File: src/rtl/shl_seq_ctrl.sv
// Multi-cycle 32-bit left shifter: one power-of-two stage (1,2,4,8,16) per clock,
// operand and amount taken over a valid/ready handshake, result returned over another.
module shl_seq_ctrl #(
  parameter bit EARLY_EXIT = 1'b0
) (
  input  logic        clk,
  input  logic        rst_n,
  input  logic        in_valid,
  output logic        in_ready,
  input  logic [31:0] in_data,
  input  logic [4:0]  in_amt,
  output logic        out_valid,
  input  logic        out_ready,
  output logic [31:0] out_data,
  output logic        busy,
  output logic [2:0]  stage
);

  typedef enum logic [1:0] {
    IDLE  = 2'd0,
    SHIFT = 2'd1,
    DONE  = 2'd2
  } state_t;

  state_t      state;
  logic [31:0] acc;
  logic [4:0]  rem;
  logic [2:0]  k;

  logic        rem_bit;
  logic [31:0] acc_stage;
  logic [4:0]  rem_next;
  logic        last_stage;

  // Stage k shifts by 2^k; only one stage shifter is active per cycle.
  always_comb begin
    // NOTE: every combinational output gets a default first so no path can infer a latch.
    rem_bit   = 1'b0;
    acc_stage = acc;
    case (k)
      3'd0: begin rem_bit = rem[0]; acc_stage = {acc[30:0], 1'b0};  end
      3'd1: begin rem_bit = rem[1]; acc_stage = {acc[29:0], 2'b0};  end
      3'd2: begin rem_bit = rem[2]; acc_stage = {acc[27:0], 4'b0};  end
      3'd3: begin rem_bit = rem[3]; acc_stage = {acc[23:0], 8'b0};  end
      3'd4: begin rem_bit = rem[4]; acc_stage = {acc[15:0], 16'b0}; end
      default: begin rem_bit = 1'b0; acc_stage = acc; end
    endcase
    rem_next   = rem & ~(5'd1 << k);
    last_stage = (k == 3'd4) || (EARLY_EXIT && (rem_next == 5'd0));
  end

  // An amount of 0 still passes through stage 0, where the early exit fires at once.
  always_ff @(posedge clk or negedge rst_n) begin
    // NOTE: sequential state uses non-blocking assignments only, so all registers update together.
    if (!rst_n) begin
      state <= IDLE;
      acc   <= '0;
      rem   <= '0;
      k     <= '0;
    end else begin
      case (state)
        IDLE: begin
          if (in_valid) begin
            acc   <= in_data;
            rem   <= in_amt;
            k     <= 3'd0;
            state <= SHIFT;
          end
        end
        SHIFT: begin
          acc <= rem_bit ? acc_stage : acc;
          rem <= rem_next;
          k   <= k + 3'd1;
          if (last_stage) state <= DONE;
        end
        DONE: begin
          if (out_ready) begin
            state <= IDLE;
            k     <= 3'd0;
          end
        end
        default: state <= IDLE;
      endcase
    end
  end

  // Outputs decode registered state only; nothing combinational from in_* or out_ready.
  assign in_ready  = (state == IDLE);
  assign out_valid = (state == DONE);
  assign busy      = (state != IDLE);
  assign stage     = (state == SHIFT) ? k : 3'd0;
  assign out_data  = acc;

endmodule

File: config.mk
export PLATFORM = sky130hd
export DESIGN_NAME = shl_seq_ctrl
export DESIGN_NICKNAME = d
export VERILOG_FILES = /design/src/rtl/shl_seq_ctrl.sv
export SDC_FILE = /design/constraint.sdc
export NUM_CORES = 1
export LEC_CHECK = 0
export BUFFER_PORTS_ARGS = -buffer_cell sky130_fd_sc_hd__clkbuf_2
export CAP_MARGIN = 25
export CORE_ASPECT_RATIO = 1.1
export CORE_UTILIZATION = 50
export DETAILED_ROUTE_END_ITERATION = 10
export GPL_TIMING_DRIVEN = 0
export PLACE_DENSITY = 0.75
export SLEW_MARGIN = 30
export SYNTH_ARGS = -nofsm -noshare
export SYNTH_HDL_FRONTEND = slang
export SYNTH_SLANG_ARGS = --single-unit
File: constraint.sdc
create_clock -name clk -period 4.7 [get_ports clk]
set_clock_uncertainty 0.1 [all_clocks]
set_input_delay 0.235 -clock clk [delete_from_list [all_inputs] [get_ports clk]]
set_output_delay 0.235 -clock clk [all_outputs]
set_load 0.03 [all_outputs]
* Word-level counts from Yosys, hierarchy flattened
Index checks and enable logic that the tools add are counted.
Cells by class: add/subtract/negate cells 1, multiply operators 0, div/mod/pow operators 0, order comparisons 0, equal/unequal tests 11, shifts and indexed selects 1, mux-type cells 15, bitwise logic cells 2, reduce and logical (&&, ||, !) cells 9
Operator list (count):
- $pmux W32 S5 | 1
- $mux W32 | 2
- $pmux W32 S2 | 1
- $pmux W5 S2 | 1
- $mux W3 | 3
- $pmux W3 S3 | 1
- $eq A3 B2 Y1 const B | 2
- $mux W2 | 3
- $ne A2 B2 Y1 const B | 3
- $ne A6 B2 Y1 const B | 1
- $pmux W2 S3 | 1
- $reduce_and A3 Y1 | 2
- $and A5 B5 Y5 | 1
- $mux W5 | 1
- $not A5 Y5 | 1
- $pmux W1 S5 | 1
- $shl A1 B3 Y5 const A | 1
- $reduce_and A4 Y1 | 1
- $reduce_bool A2 Y1 | 2
- $add A3 B1 Y3 const B | 1
- $eq A3 B1 Y1 const B | 1
- $eq A3 B3 Y1 const B | 1
- $logic_not A3 Y1 | 1
- $reduce_bool A3 Y1 | 1
- other kinds (5) | 5
Word-level totals: flip-flop bits (word level) 42, bits in latches 0, memory bits (writable) 0, ROM bits 0, input port bits 41, output and inout bits 38, logic and storage cells 43, memories kept 0

* Logic depth before layout (Yosys ltp)
word-level depth 4, gate-level depth with buffers 10, mapped depth without buffers 6

* Worst setup path before layout
No wires, ideal clock.
path type reg2reg, start point reg k[2], end point reg acc[12], in the netlist out_data[12], library setup time 0.126 ns, arrival 2.093 ns, data required time 4.474 ns, setup slack 2.381 ns, cell stages (with the launch flop) 10, clock period less this slack 2.319 ns, cells stage by stage dfrtp_1 buf_4 inv_2 buf_2 ha_1 buf_2 clkbuf_1 a222oi_1 a221oi_1 o32a_1
On the way: longest elaborated chain between the ends 4, elaborated cells between the ends (all ways) 12, those cells by class eq/ne: 6; mux: 4; reduce/logical: 2
Ends and longest elaborated chain:
- start, declared | RTL line 28 | logic [2:0] k;
- start signal, assigned | RTL line 73 | k <= k + 3'd1;
- $eq A3 B3 Y1, or another cell as far along | RTL line 40 | case (k)
- $pmux W1 S5 or $pmux W32 S5 (tied branches) | RTL line 40
- $ne A2 B2 Y1 (no source line) or $mux W32 (tied branches)
- $reduce_and A4 Y1 (no source line) or $pmux W32 S2 (tied branches)
- end signal, assigned | RTL line 64 | acc <= in_data;
- end signal, assigned | RTL line 71 | acc <= rem_bit ? acc_stage : acc;
- end, declared | RTL line 26 | logic [31:0] acc;
Parallel ways exist; a longest one is shown, timed or not. The select of a mux whose other input is x is not followed. A chain may end at the register's enable or synchronous reset.

* Worst setup path after layout
start point reg k[2], end point reg acc[7], in the netlist out_data[7]
The elaborated chain is that of the path after synthesis.

==> impl_metrics.yaml <==
run_status:
  outcome: "complete, no violations"
synth:
  synth_area_sq_um: 3200
  yosys.cell_types.count: 43
  seq_area_frac_synth_pct: 32.8
  synth_nets: 417
  ys_seq_elements: 42
  synth-edff-count: 0
  async_reset_ff_share_pct: 100
  postSynthCellCount: 370
  yosys_warnings: 0
  synth_ff_type: "dfrtp_1"
  syn_avg_cell_area_sq_um: 8.65
finish:
  layout_commonest_cell: "clkbuf_2"
  final_cell_mix: "clkbuf_2 (77), nand2_1 (52), dfrtp_1 (42), nor2_1 (27)"
  finalCoreUtilization_pct: 61.6
  layout.nets: 503
  area_growth_syn_to_layout_pct: 19.1
  diodes: 0
  final_cells: 537
  fin_area_sq_um: 3810
  drive_above_1_share_pct: 25.4
global_routing:
  grt_max_degree: 43
  grt_pass1_vias: 3272
  antenna_found_initial: 0
  track_usage_pct: 30.7
  overflow: 0
  grt_pass1_wl_um: 16300
route:
  viasPerCell: 6.38
  drt-initial-drc-count: 304
  drc: 0
  dr.pass1.iters: 8
  antenna_left: 0
  totalWireLength_um: 9810
  wire_per_inst_um: 18.3
  num_vias: 3424
critical_path:
  worst_ep_arrival_time_ps: 3040
  cp_max_fo: 10
  rr_worst_depth: 9
  cp_data_required_time_ps: 4820
  path_class: "register to register"
  cp-end-kind: "register"
  critPathLaunchType: "register"
floorplan:
  die_x_um: 78.3
  initial_core_util_pct: 51.7
  io_pins: 79
  num_rows: 30
  core_area_sq_um: 6190
  die_area_sq_um: 6730
  die_h_um: 85.9
timing:
  slew_headroom_pct: 56.7
  fin_crit_sh_pct: 62.0
  hold_violations: 0
  finalMaxSlewViolations: 0
  fmax_ghz: 0.343
  rsz0062_at_grt: "no"
  fin_tns_setup_ps: 0
  min_period_ps: 2910
  worstMarginPinSlew_ps: 650
  finalSetupViolCount: 0
placement:
  hpwl_um: 7130
  dp_cells: 528
  io_buffers: 78
  gp_congestion: 0.964
  postPlaceCellArea_sq_um: 3690
worst_hold_path:
  min_path_cells: 3
  min_path_type: "input pin to register"
clocking:
  cts_resized: 0
  postCtsSetupBuffers: 0
  cts_tree: "done"
  clockBufferDepth: 2
  cts.clk_slew.worst_paths_ps: 90
  clk_latency_ps: 300
  cts_num_sinks: 42
  ctsHoldBuffers: 1
  h-tree-depth: 2
  cts_root_buffer: "clkbuf_8"
  cts_buffers: 5
run:
  cap_violations: 0
==> cells by family (layout without fill, tap and decap cells) <==
kind of cell,count (synthesis),in the layout,synth area share [%]
flops,42,42,32.8
mux,9,9,2.89
compound gates,157,157,40.0
fa+ha+maj,6,6,2.34
simple gates,100,100,13.7
buf+inv,56,143,8.28
==> cells in the mapped netlist (2+ instances only) <==
cell type | number | area share [%]
nor2_1 | 27 | 3.2
nand2_1 | 52 | 6.1
a211oi_1 | 5 | 1.2
nor2b_1 | 11 | 2.1
a22oi_1 | 4 | 0.94
a221oi_1 | 24 | 6.6
buf_4 | 7 | 1.6
nand2b_1 | 2 | 0.39
and2_1 | 2 | 0.39
o22ai_1 | 7 | 1.4
a21oi_1 | 23 | 3.6
o21ai_0 | 14 | 2.2
dfrtp_1 | 42 | 33
a222oi_1 | 8 | 2.5
a32o_1 | 16 | 5.0
a21boi_0 | 2 | 0.47
o21ba_2 | 2 | 0.63
buf_2 | 11 | 1.7
ha_1 | 6 | 2.3
mux2_2 | 2 | 0.70
inv_1 | 13 | 1.5
o32a_1 | 24 | 7.5
mux2i_1 | 7 | 2.2
a22o_1 | 18 | 4.9
a21o_1 | 2 | 0.47
clkbuf_1 | 21 | 2.5
buf_6 | 2 | 0.70
==> worst paths after layout <==
| check | from | end | slack [ps] |
|---|---|---|---|
| min in group asynchronous | rst_n | out_data[4] | 390 |
| max in group asynchronous | rst_n | out_data[23] | 3690 |
| max | k[2] | out_data[7] | 1790 |
| min | in_data[0] | out_data[0] | 50 |
| max reg2reg | k[2] | out_data[7] | 1790 |
| min reg2reg | out_data[31] | out_data[31] | 420 |
==> registers in the layout, indices dropped and copies added, names as in the netlist <==
register / flops
k: 3
rem: 5
out_data: 32
state: 2
==> worst max-delay path, cell delays in order, from the launching register on <==
cell      delay (ps)
dfrtp_1          460
buf_4            200
inv_2            130
buf_2            280
ha_1             210
buf_2            200
o311ai_1         160
a21oi_1          550
buf_4            330
mux2i_1          210
==> final cells by class <==
type | count | area [sq um]
buffer | 42 | 213
clock buffer | 8 | 110
fill | 573 | 2380
inverter | 14 | 52.6
multi-input combinational | 272 | 1890
sequential | 42 | 1050
tap | 80 | 100
timing repair buffer | 79 | 403
==> routing by layer <==
layer	wire length, um	GRT usage, %	vias up
li1	-	-	1606
met1	4060	39.0	1626
met2	4820	51.2	167
met3	711	5.21	25
met4	228	13.5	0
met5	0	0	-
==> through the flow <==
step	setup WS [ps]	hold slack, ps
final	1790	55.0
after floorplan	2380	-161
after CTS	1830	55.2
after global routing	1620	97.7
after detailed placement	1850	208
after global placement	1930	370
Power is left out: the tool's default activity adds up to more than one toggle a clock period on the data nets, which glitch-free logic cannot reach.
